`config.mk`:
```
export PLATFORM = sky130hd
export DESIGN_NAME = uart_rom_loader
export DESIGN_NICKNAME = d
export VERILOG_FILES = /design/src/rtl/uart_rom_loader.sv
export SDC_FILE = /design/constraint.sdc
export NUM_CORES = 1
export LEC_CHECK = 0
export ABC_AREA = 1
export BUFFER_PORTS_ARGS = -buffer_cell sky130_fd_sc_hd__buf_4
export CORE_MARGIN = 2
export CORE_UTILIZATION = 57
export CTS_CLUSTER_DIAMETER = 120
export CTS_CLUSTER_SIZE = 16
export DETAILED_ROUTE_END_ITERATION = 8
export GPL_ROUTABILITY_DRIVEN = 0
export PLACE_DENSITY_LB_ADDON = 0.08
export SLEW_MARGIN = 20
export SYNTH_ARGS = -nofsm -noshare
export SYNTH_HDL_FRONTEND = slang
export SYNTH_SLANG_ARGS = --single-unit
```
`constraint.sdc`:
```
create_clock -name clk_i -period 2.1 [get_ports clk_i]
set_input_delay 0.42 -clock clk_i [delete_from_list [all_inputs] [get_ports clk_i]]
set_output_delay 0.42 -clock clk_i [all_outputs]
set_load 0.1 [all_outputs]
```
`src/rtl/uart_rom_loader.sv`:
```
// UART bootloader: receives a framed program, writes it into the instruction ROM and
// holds the CPU in reset until the frame checksum passes.
module uart_rom_loader #(
  parameter int unsigned CLKS_PER_BIT = 868,
  parameter int unsigned ADDR_WIDTH   = 15,
  parameter int unsigned TIMEOUT_CLKS = 1000000
) (
  input  logic                  clk_i,
  input  logic                  reset_i,
  input  logic                  rx_i,
  output logic                  rom_we_o,
  output logic [ADDR_WIDTH-1:0] rom_addr_o,
  output logic [15:0]           rom_data_o,
  output logic                  cpu_hold_o,
  output logic                  busy_o,
  output logic                  done_o,
  output logic                  err_o
);

  localparam int unsigned CntW = $clog2(CLKS_PER_BIT);
  localparam int unsigned GapW = $clog2(TIMEOUT_CLKS + 1);
  localparam logic [CntW-1:0] BitLast  = CntW'(CLKS_PER_BIT - 1);
  localparam logic [CntW-1:0] HalfLast = CntW'(CLKS_PER_BIT / 2 - 1);
  localparam logic [GapW-1:0] GapLimit = GapW'(TIMEOUT_CLKS);

  typedef enum logic [1:0] {RxIdle, RxStart, RxData, RxStop} rx_state_e;
  typedef enum logic [3:0] {
    LdIdle, LdLenHi, LdLenLo, LdDataHi, LdDataLo, LdCheck, LdDone, LdError
  } ld_state_e;

  // ---------------- receiver ----------------
  rx_state_e       rx_state_q, rx_state_d;
  logic            rx_meta_q, rx_sync_q, rx_prev_q;
  logic [CntW-1:0] cnt_q, cnt_d;
  logic [2:0]      bit_q, bit_d;
  logic [7:0]      shift_q, shift_d;
  logic            byte_valid, frame_err;

  always_ff @(posedge clk_i) begin
    if (reset_i) begin
      rx_meta_q  <= 1'b1;
      rx_sync_q  <= 1'b1;
      rx_prev_q  <= 1'b1;
      rx_state_q <= RxIdle;
      cnt_q      <= '0;
      bit_q      <= '0;
      shift_q    <= '0;
    end else begin
      rx_meta_q  <= rx_i;
      rx_sync_q  <= rx_meta_q;
      rx_prev_q  <= rx_sync_q;
      rx_state_q <= rx_state_d;
      cnt_q      <= cnt_d;
      bit_q      <= bit_d;
      shift_q    <= shift_d;
    end
  end

  always_comb begin
    rx_state_d = rx_state_q;
    cnt_d      = cnt_q + 1'b1;
    bit_d      = bit_q;
    shift_d    = shift_q;
    byte_valid = 1'b0;
    frame_err  = 1'b0;
    unique case (rx_state_q)
      RxIdle: begin
        cnt_d = '0;
        bit_d = '0;
        if (rx_prev_q && !rx_sync_q) rx_state_d = RxStart;
      end
      RxStart: begin
        if (cnt_q == HalfLast) begin
          cnt_d      = '0;
          rx_state_d = rx_sync_q ? RxIdle : RxData;  // high at mid-start: glitch
        end
      end
      RxData: begin
        if (cnt_q == BitLast) begin
          cnt_d   = '0;
          shift_d = {rx_sync_q, shift_q[7:1]};
          bit_d   = bit_q + 3'd1;
          if (bit_q == 3'd7) rx_state_d = RxStop;
        end
      end
      RxStop: begin
        if (cnt_q == BitLast) begin
          rx_state_d = RxIdle;
          byte_valid = rx_sync_q;
          frame_err  = !rx_sync_q;
        end
      end
      default: rx_state_d = RxIdle;
    endcase
  end

  // ---------------- loader ----------------
  ld_state_e             ld_q, ld_d;
  logic [15:0]           len_q, len_d, data_q, data_d;
  logic [7:0]            hi_q, hi_d, chk_q, chk_d;
  logic [ADDR_WIDTH-1:0] addr_q, addr_d;
  logic [GapW-1:0]       gap_q, gap_d;
  logic                  we_q, we_d, hold_q, hold_d, busy_q, busy_d, done_q, done_d;
  logic                  err_q, err_d, pass, fail, in_frame, last_word;
  logic [15:0]           len_new;

  always_ff @(posedge clk_i) begin
    if (reset_i) begin
      ld_q   <= LdIdle;
      len_q  <= '0;
      data_q <= '0;
      hi_q   <= '0;
      chk_q  <= '0;
      addr_q <= '0;
      gap_q  <= '0;
      we_q   <= 1'b0;
      hold_q <= 1'b0;
      busy_q <= 1'b0;
      done_q <= 1'b0;
      err_q  <= 1'b0;
    end else begin
      ld_q   <= ld_d;
      len_q  <= len_d;
      data_q <= data_d;
      hi_q   <= hi_d;
      chk_q  <= chk_d;
      addr_q <= addr_d;
      gap_q  <= gap_d;
      we_q   <= we_d;
      hold_q <= hold_d;
      busy_q <= busy_d;
      done_q <= done_d;
      err_q  <= err_d;
    end
  end

  assign len_new   = {len_q[15:8], shift_q};
  assign last_word = (32'(addr_q) + 32'd1) == 32'(len_q);
  assign in_frame  = ld_q inside {LdLenHi, LdLenLo, LdDataHi, LdDataLo, LdCheck};

  always_comb begin
    ld_d   = ld_q;
    len_d  = len_q;
    data_d = data_q;
    hi_d   = hi_q;
    chk_d  = chk_q;
    addr_d = we_q ? addr_q + 1'b1 : addr_q;
    gap_d  = '0;
    we_d   = 1'b0;
    hold_d = hold_q;
    busy_d = busy_q;
    done_d = done_q;
    err_d  = err_q;
    pass   = 1'b0;
    fail   = 1'b0;
    unique case (ld_q)
      LdIdle: begin
        if (byte_valid && shift_q == 8'hA5) begin
          ld_d   = LdLenHi;
          hold_d = 1'b1;
          busy_d = 1'b1;
          done_d = 1'b0;
          err_d  = 1'b0;
          addr_d = '0;
          chk_d  = '0;
        end
      end
      LdLenHi: if (byte_valid) begin
        len_d[15:8] = shift_q;
        chk_d       = chk_q ^ shift_q;
        ld_d        = LdLenLo;
      end
      LdLenLo: if (byte_valid) begin
        len_d[7:0] = shift_q;
        chk_d      = chk_q ^ shift_q;
        if (32'(len_new) > (32'd1 << ADDR_WIDTH)) fail = 1'b1;
        else if (len_new == 16'd0)                ld_d = LdCheck;
        else                                      ld_d = LdDataHi;
      end
      LdDataHi: if (byte_valid) begin
        hi_d  = shift_q;
        chk_d = chk_q ^ shift_q;
        ld_d  = LdDataLo;
      end
      LdDataLo: if (byte_valid) begin
        data_d = {hi_q, shift_q};
        we_d   = 1'b1;
        chk_d  = chk_q ^ shift_q;
        ld_d   = last_word ? LdCheck : LdDataHi;
      end
      LdCheck: if (byte_valid) begin
        if (shift_q == chk_q) pass = 1'b1;
        else                  fail = 1'b1;
      end
      LdDone, LdError: ld_d = LdIdle;
      default: ld_d = LdIdle;
    endcase
    if (in_frame) begin
      gap_d = byte_valid ? '0 : gap_q + 1'b1;
      if (frame_err || (!byte_valid && gap_q == GapLimit)) fail = 1'b1;
    end
    if (pass) begin
      ld_d   = LdDone;
      done_d = 1'b1;
      hold_d = 1'b0;
      busy_d = 1'b0;
    end
    if (fail) begin
      ld_d   = LdError;
      err_d  = 1'b1;
      busy_d = 1'b0;
    end
  end

  assign rom_we_o   = we_q;
  assign rom_addr_o = addr_q;
  assign rom_data_o = data_q;
  assign cpu_hold_o = hold_q;
  assign busy_o     = busy_q;
  assign done_o     = done_q;
  assign err_o      = err_q;

endmodule

```
Word-level counts from Yosys, hierarchy flattened

Cells that the tools add are included.

Bits in registers: 118
Bits of input ports: 3
Output and inout bits: 36
Word-level logic and storage cells: 147

$add $sub $neg: 5
$lt $le $gt $ge: 1
Equality and inequality tests: 34
Multiplexer cells: 48
Bitwise gates (word level): 4
Reductions and logical operators: 34

Operators with widths:

| operator                                              | number |
|---|---|
| two-way mux 15 bit                                    | 3 |
| one-hot mux 10 bit (3 select lines)                   | 1 |
| two-way mux 4 bit                                     | 6 |
| != test 4 bit, second input constant                  | 6 |
| one-hot mux 4 bit (6 select lines)                    | 1 |
| != test 2 bit, second input constant                  | 11 |
| adder 20 x 1 -> 20 bit, second input constant         | 1 |
| == test 20 bit, second input constant                 | 1 |
| two-way mux 10 bit                                    | 2 |
| two-way mux 1 bit                                     | 18 |
| AND reduction 2 bit                                   | 9 |
| adder 15 x 1 -> 16 bit, second input constant         | 1 |
| == test 16 bit                                        | 1 |
| greater-than comparator 16 bit, second input constant | 1 |
| logical NOT 16 bit                                    | 1 |
| two-way mux 8 bit                                     | 2 |
| one-hot mux 8 bit (2 select lines)                    | 1 |
| adder 15 x 1 -> 15 bit, second input constant         | 1 |
| two-way mux 3 bit                                     | 5 |
| AND reduction 7 bit                                   | 2 |
| two-way mux 2 bit                                     | 6 |
| nonzero test 2 bit                                    | 6 |
| adder 10 x 1 -> 10 bit, second input constant         | 1 |
| == test 10 bit, second input constant                 | 1 |
| 28 further kinds                                      | 38 |

Longest topological paths before layout

Gate-level depths: netlist of run 1.

Depth in word-level cells: 10
Mapped depth: 16

Worst setup path before layout of run 1

Ideal clock, no wire load.

Path kind: reg2reg
From: register addr_q[0], in the netlist rom_addr_o[0]
To: register ld_q[1]
Setup time: 0.112 ns
Arrival: 2.558 ns
Slack: -0.570 ns
Stages on the path, launching flop included: 17
Path buffers: 0
Clock period less this slack: 2.670 ns
Cell sequence: dfxtp_1 ha_1 nand2_1 nor2_2 nand2_1 nor2_1 nand2_1 nand2_1 nand2_1 nand2_1 nand2_1 nor2_1 nand3_1 nand2_1 nand2_1 nor2_1 nor2_1

Longest elaborated chain between the ends: 7

RTL lines:

| item                               | line | RTL |
|---|---|---|
| start, declared                    | 101  | `logic [ADDR_WIDTH-1:0] addr_q, addr_d;` |
| start signal, assigned             | 127  | `addr_q <= addr_d;` |
| adder 15 x 1 -> 16 bit             | 138  | `assign last_word = (32'(addr_q) + 32'd1) == 32'(len_q);` |
| == test 16 bit                     | 138  |  |
| two-way mux 3 bit                  | 189  | `ld_d = last_word ? LdCheck : LdDataHi;` |
| two-way mux 4 bit                  | 185  | `LdDataLo: if (byte_valid) begin` |
| one-hot mux 4 bit (6 select lines) | 156  | `unique case (ld_q)` |
| two-way mux 3 bit                  | 202  | `if (pass) begin` |
| two-way mux 3 bit                  | 208  | `if (fail) begin` |
| end signal, assigned               | 109  | `ld_q <= LdIdle;` |
| end signal, assigned               | 122  | `ld_q <= ld_d;` |
| end, declared                      | 98   | `ld_state_e ld_q, ld_d;` |

No other way between the ends. The select of a mux whose other input is x is not followed.
A chain may end at the register's enable or synchronous reset.

Worst setup path in the final report of run 1

From: register cnt_q[1]
To: register ld_q[2]

Longest elaborated chain between the ends: 10
Elaborated cells on any way between the ends: 26

RTL lines:

| item                                                                        | line | RTL |
|---|---|---|
| start, declared                                                             | 34   | `logic [CntW-1:0] cnt_q, cnt_d;` |
| start signal, assigned                                                      | 53   | `cnt_q <= cnt_d;` |
| == test 10 bit *                                                            | 87   | `if (cnt_q == BitLast) begin` |
| parallel branches: the longest is 9 deep, another holds AND reduction 7 bit | -    |  |

Mark *: on every way between the ends.

==> flow_summary.json, run 1 <==
{
  "antenna_found_initial": 0,
  "htreeDepth": 4,
  "dp_hpwl_um": 9540,
  "critPathKind": "flip-flop to flip-flop",
  "syn-cell-area_sq_um": 5790,
  "ios": 39,
  "worstPathCellList": "ha_1 -> inv_1 -> nor3_2 -> nand3_1 -> nor2_4 -> buf_4 -> nand3_1 -> nand2_1 -> nand2_2 -> nand3_2 -> nand2_2 -> nand2_1 -> nand2_1 -> a21oi_1",
  "grt_pass1_wl_um": 22800,
  "p_total_mw": 5.70,
  "synth_common_cells": "nand2_1 (160), nor2_1 (144), dfxtp_1 (117)",
  "synth_compound_area_share_pct": 14.4,
  "yosysUniqueCellTypes": 45,
  "grt_pass1_vias": 5037,
  "clockRootBuffer": "clkbuf_8",
  "yosysTopAreaCell": "dfxtp_1",
  "required_ns": 2.55,
  "worst_slack_ns": 0.146,
  "avgRoutedWirePerCell_um": 13.7,
  "grt_overflow": 0,
  "firstDrtPassIters": 6,
  "hp-start": "rx_i",
  "synth_area_per_cell_sq_um": 7.11,
  "synth_top_family_by_area": "simple AND/OR/NAND/NOR gates",
  "synth_edf_count": 0,
  "pre_cts_slack_ns": 0.104,
  "drive_above_1_share_pct": 18.5,
  "grt_use_total_pct": 25.5,
  "synthAdderAreaFrac_pct": 1.51,
  "end_kind": "flip-flop",
  "synth_xor_area_share_pct": 2.27,
  "slowest_stage": "dfxtp_1",
  "hold_viol_final": 0,
  "synth-main-ff-cell": "dfxtp_1",
  "seqPwrFrac_pct": 40.8,
  "switching_share_pct": 30.3,
  "diodes": 0,
  "setup_viol": 0,
  "status": "finished, final reports clean",
  "hold_path.class": "primary input to flip-flop",
  "tightest_slew_ns": 0.534,
  "die_x_um": 105,
  "die_height_um": 105,
  "fp.dieArea_sq_um": 11000,
  "syn-num-nets": 824,
  "cts.clk_slew.worst_paths_ns": 0.06,
  "ff2ff_setup_slack_ns": 0.15,
  "r2r-start": "cnt_q[1]",
  "yosysMostFrequentCell": "nand2_1",
  "port_buffers": 38,
  "p_comb_share_pct": 13.8,
  "grt_max_degree": 40,
  "vias": 5544,
  "area_growth_pct": 20.0,
  "synthArstFlopShare_pct": 0,
  "synth_seq_cells": 117,
  "insertion_delay_ns": 0.52,
  "synth_area_leaders": "dfxtp_1 (40%), nand2_1 (10%), nor2_1 (9.3%)",
  "clock_skew_ns": 0.00882,
  "p_leak_nw": 2.79,
  "crit_family": "simple AND/OR/NAND/NOR gates",
  "p_clk_share_pct": 45.4,
  "finalCriticalPeriod_ns": 1.95,
  "worstSetupEndpoint": "ld_q[2]",
  "cp.arrival_ns": 2.40,
  "synth.area.mux_share_pct": 0,
  "drv_slew": 0,
  "nFillCells": 804,
  "r2r_end": "ld_q[2]",
  "numCtsBuffers": 17,
  "clock-sinks": 117,
  "first_iter_violations": 318,
  "switchingPower_mw": 1.73,
  "crit_start": "cnt_q[1]",
  "cp.depth": 14,
  "cts_tree": "done",
  "vdd_ir_drop_max_mv": 0.617,
  "routed_wl_um": 13900,
  "coreArea_sq_um": 9820,
  "relSlewSlack_pct": 64.1,
  "syn-instance-count": 814,
  "maxCapViolCount": 0,
  "finalNonFillerCells": 1018,
  "yosys.area_share.simple_pct": 33.6,
  "yosysSeqAreaShare_pct": 40.5,
  "critPathBufInv": 2,
  "route.detailed.drc": 0,
  "rsz0062_at_grt": "yes",
  "max_stage_delay_ns": 0.35,
  "ant_nets": 0,
  "dpl.cell_count": 975,
  "p_per_area_nw_per_um2": 821,
  "rows": 36,
  "clockBufferDepth": 2,
  "finalSetupTns_ns": 0,
  "critPathLaunchType": "flip-flop",
  "yosysTopAreaCellShare_pct": 40.5,
  "viasPerCell": 5.45,
  "fin_crit_sh_pct": 93.0,
  "crit_fanout": 5,
  "fin_hold_ws_ns": 0.0865,
  "intPower_mw": 3.98,
  "crit_top_cell": "nand2_1",
  "fmaxAchievable_mhz": 512,
  "start_util_pct": 58.9,
  "rr_worst_depth": 14,
  "fin_nets": 882,
  "yosys_warnings": 0
}
power by group through the flow:
stage	Clock, mW	Sequential [mW]	Combinational (mW)
after floorplan	0	2.36	0.599
after global placement	0	2.37	0.736
after detailed placement	0	2.37	0.752
after CTS	2.62	2.33	0.767
after global routing	2.75	2.34	0.873
final	2.59	2.33	0.785
cells in the final DEF, fill, tap and decap left out, types with 11 or more instances in the layout:
cell type	instances
a211oi_1	29
a21oi_1	44
buf_4	62
clkbuf_16	16
dfxtp_1	101
dfxtp_2	13
inv_1	84
nand2_1	156
nand3_1	52
nand4_1	14
nor2_1	135
nor2_2	11
o21ai_0	42
xor2_1	11
worst register-to-register path: cells and delay by family (launching register included):
kind                     cells  cell delay, ns
buffers and inverters        2            0.24
adder cells (fa/ha/maj)      1            0.19
flip-flops                   1            0.35
AND/OR/NAND/NOR             10            0.98
AO/OA/AOI/OAI                1            0.12
registers in the layout (all words and copies together), names as in the netlist, 3 cells and up, named ones only:
signal and count:
shift_q 8, gap_q 20, len_q 16, rom_addr_o 15
cnt_q 10, chk_q 8, hi_q 8, bit_q 3
ld_q 3, rom_data_o 16
per-stage QoR:
stage	cell area (sq um)	util, %
after floorplan	5810	-
after global placement	6240	63.6
after detailed placement	6240	63.6
after CTS	6780	69.0
after global routing	6950	70.7
final	6950	70.7
metal layers:
layer	vias to the layer above	share of wire [%]	track usage (%)	wire length, um
li1	2811	-	-	-
met1	2559	45	32.1	6220
met2	149	49	42.7	6760
met3	25	5.3	5.80	738
met4	0	1.5	9.33	203
met5	-	0	0	0
cells by family after synthesis:
family	after synthesis
buffers and inverters	112
AND/OR/NAND/NOR	426
XOR/XNOR	15
flip-flops	117
adder cells (fa/ha/maj)	7
AO/OA/AOI/OAI	137
how the worst min path moves through the flow:
stage	to	slack [ns]	cells after the start
after global placement	rx_sync_q	0.39	1
final	rx_meta_q	0.09	2
after floorplan	rx_sync_q	0.39	1
after CTS	rx_meta_q	0.07	2
after global routing	rx_meta_q	0.07	2
after detailed placement	rx_sync_q	0.41	1
layout make-up:
type | instances | area, sq um | share of cell area (%)
Clock buffer | 17 | 414 | 5.96
Multi-Input combinational cell | 585 | 3070 | 44.3
Tap cell | 133 | 166 | 2.40
Timing Repair Buffer | 62 | 465 | 6.70
Inverter | 89 | 334 | 4.81
Sequential cell | 117 | 2370 | 34.1
Clock inverter | 15 | 121 | 1.75
timing repair:
| item | 4_1_cts | 5_1_grt |
|---|---|---|
| resized for setup | 0 | 27 |
| setup endpoints to repair | 0 | 35 |
| buffers inserted | 0 | 11 |
| hold buffers | 0 | 0 |
No activity file was read; power rests on OpenSTA's default activity.
==> run 2, diff against run 1 <==
--- a/config.mk
+++ b/config.mk
@@ -13,7 +13,7 @@
 export CTS_CLUSTER_SIZE = 16
 export DETAILED_ROUTE_END_ITERATION = 8
 export GPL_ROUTABILITY_DRIVEN = 0
-export PLACE_DENSITY_LB_ADDON = 0.08
+export PLACE_DENSITY = 0.8
 export SLEW_MARGIN = 20
 export SYNTH_ARGS = -nofsm -noshare
 export SYNTH_HDL_FRONTEND = slang
==> run 2 against run 1 <==
  * Non-clock buffer count shrank 6
  * Core utilization shrank 0.051 points
  * Setup slack lost 0.054 ns
  * Cell count shrank 0.79%
==> flow_summary.json, run 2 (synthesis gave the netlist of run 1 again) <==
{
  "status": "finished, final reports clean",
  "cp.depth": 13,
  "area_growth_pct": 19.9,
  "die_x_um": 105,
  "rr_worst_depth": 13,
  "finalSetupTns_ns": 0,
  "crit_top_cell": "nand2_1",
  "grt_use_total_pct": 26.1,
  "crit_family": "simple AND/OR/NAND/NOR gates",
  "fmaxAchievable_mhz": 498,
  "critPathKind": "flip-flop to flip-flop",
  "cts_tree": "done",
  "avgRoutedWirePerCell_um": 14.2,
  "insertion_delay_ns": 0.53,
  "fin_nets": 876,
  "firstDrtPassIters": 5,
  "hold_viol_final": 0,
  "clockRootBuffer": "clkbuf_8",
  "drive_above_1_share_pct": 17.6,
  "required_ns": 2.51,
  "mostFrequentLayoutCells": "nand2_1 (158), nor2_1 (134), dfxtp_1 (101), inv_1 (84), buf_4 (55)",
  "regMostFlops": "gap_q",
  "dp_hpwl_um": 9680,
  "rows": 36,
  "hold_buffers": 0,
  "hold_path.class": "primary input to flip-flop",
  "grt_overflow": 0,
  "final_common_cell": "nand2_1",
  "viasPerCell": 5.49,
  "numCtsBuffers": 17,
  "largest_reg_flops": 20,
  "critPathBufInv": 1,
  "max_stage_delay_ns": 0.40,
  "grt_pass1_wl_um": 23500,
  "clock_skew_ns": 0.0105,
  "fin_area_sq_um": 6940,
  "antenna_found_initial": 0,
  "p_leak_nw": 2.78,
  "fin_crit_sh_pct": 95.6,
  "grtUsageMet3_pct": 5.93,
  "grt_pass1_vias": 5231,
  "critPathLaunchType": "flip-flop",
  "coreArea_sq_um": 9820,
  "cp.arrival_ns": 2.42,
  "vias": 5543,
  "vdd_ir_drop_max_mv": 0.686,
  "grt_max_degree": 33,
  "drv_slew": 0,
  "p_per_area_nw_per_um2": 847,
  "route.detailed.drc": 0,
  "die_height_um": 105,
  "tightest_slew_ns": 0.423,
  "ant_nets": 0,
  "first_iter_violations": 295,
  "clockBufferDepth": 2,
  "ios": 39,
  "crit_fanout": 5,
  "cts.clk_slew.worst_paths_ns": 0.05,
  "maxCapViolCount": 0,
  "rsz0062_at_grt": "yes",
  "dpl_cell_area_sq_um": 6230,
  "clock-sinks": 117,
  "relSlewSlack_pct": 71.5,
  "grt_use_met2_pct": 44.5,
  "port_buffers": 38,
  "busiest_layer": "met2",
  "finalCriticalPeriod_ns": 2.01,
  "htreeDepth": 4,
  "diodes": 0,
  "worstPathCellList": "nand2_1 -> nor3_2 -> nand3_2 -> nor2_4 -> inv_2 -> nand2_1 -> nand2_1 -> nand2_2 -> nand3_2 -> nand2_2 -> nand2_1 -> nand2_1 -> a21oi_1",
  "end_kind": "flip-flop",
  "hold_depth": 2,
  "fp.dieArea_sq_um": 11000,
  "use_met1_pct": 31.8,
  "slowest_stage": "dfxtp_1",
  "routed_wl_um": 14300,
  "setup_viol": 0,
  "start_util_pct": 58.9
}
==> run 2: cell count changes in the layout (fill, tap and decap cells not counted), sizes merged <==
cell	change
buf	-6
bufinv	+3
clkbuf	+2
clkinv	+2
clkinvlp	-2
inv	-7
==> run 2: where the power goes <==
group / internal [mW] / switching, mW
clock network: 1.78 / 0.990
logic: 0.227 / 0.553
registers: 2.27 / 0.0639
total: 4.27 / 1.61
==> run 2: cell type report <==
cell class / instances / area (sq um)
Clock buffer: 19 / 422
Clock inverter: 11 / 136
Fill cell: 788 / 2880
Inverter: 89 / 334
Multi-Input combinational cell: 585 / 3080
Sequential cell: 117 / 2370
Tap cell: 133 / 166
Timing Repair Buffer: 56 / 433
==> run 2: path summary, 6_finish.rpt <==
check	start	endpoint	slack (ns)
setup / recovery	cnt_q[8]	ld_q[2]	0.09
hold reg to reg	rx_meta_q	rx_sync_q	0.41
hold / removal	rx_i	rx_meta_q	0.08
setup reg to reg	cnt_q[8]	ld_q[2]	0.09
==> run 2: worst reg2reg max path, delay by kind of cell, from the launching register on <==
family / cells / cell delay [ns]
buf+inv: 1 / 0.10
simple gates: 11 / 1.36
compound gates: 1 / 0.04
flops: 1 / 0.40
==> run 2: repair_timing <==
action,in CTS,in global routing
resized for setup,0,26
buffers inserted,0,7
setup endpoints to repair,0,27
==> run 2: metal layers <==
layer  vias to the layer above  share of wire, %
met5                         -                 0
met4                         0               2.9
met3                        40               4.8
met2                       147                49
met1                      2562                44
li1                       2794                 -
==> run 2: through the flow <==
stage / utilization (%) / worst slack [ns] / power (mW) / hold WS (ns) / instances
floorplan: - / 0.00741 / 2.95 / 0.389 / 814
finish: 70.7 / 0.0920 / 5.88 / 0.0792 / 1010
CTS: 69.1 / 0.0480 / 5.87 / 0.0668 / 1003
detailed placement: 63.4 / 0.0437 / 3.12 / 0.396 / 973
global placement: 63.4 / 0.162 / 3.09 / 0.392 / 973
global route: 70.7 / -0.103 / 6.09 / 0.0695 / 1010
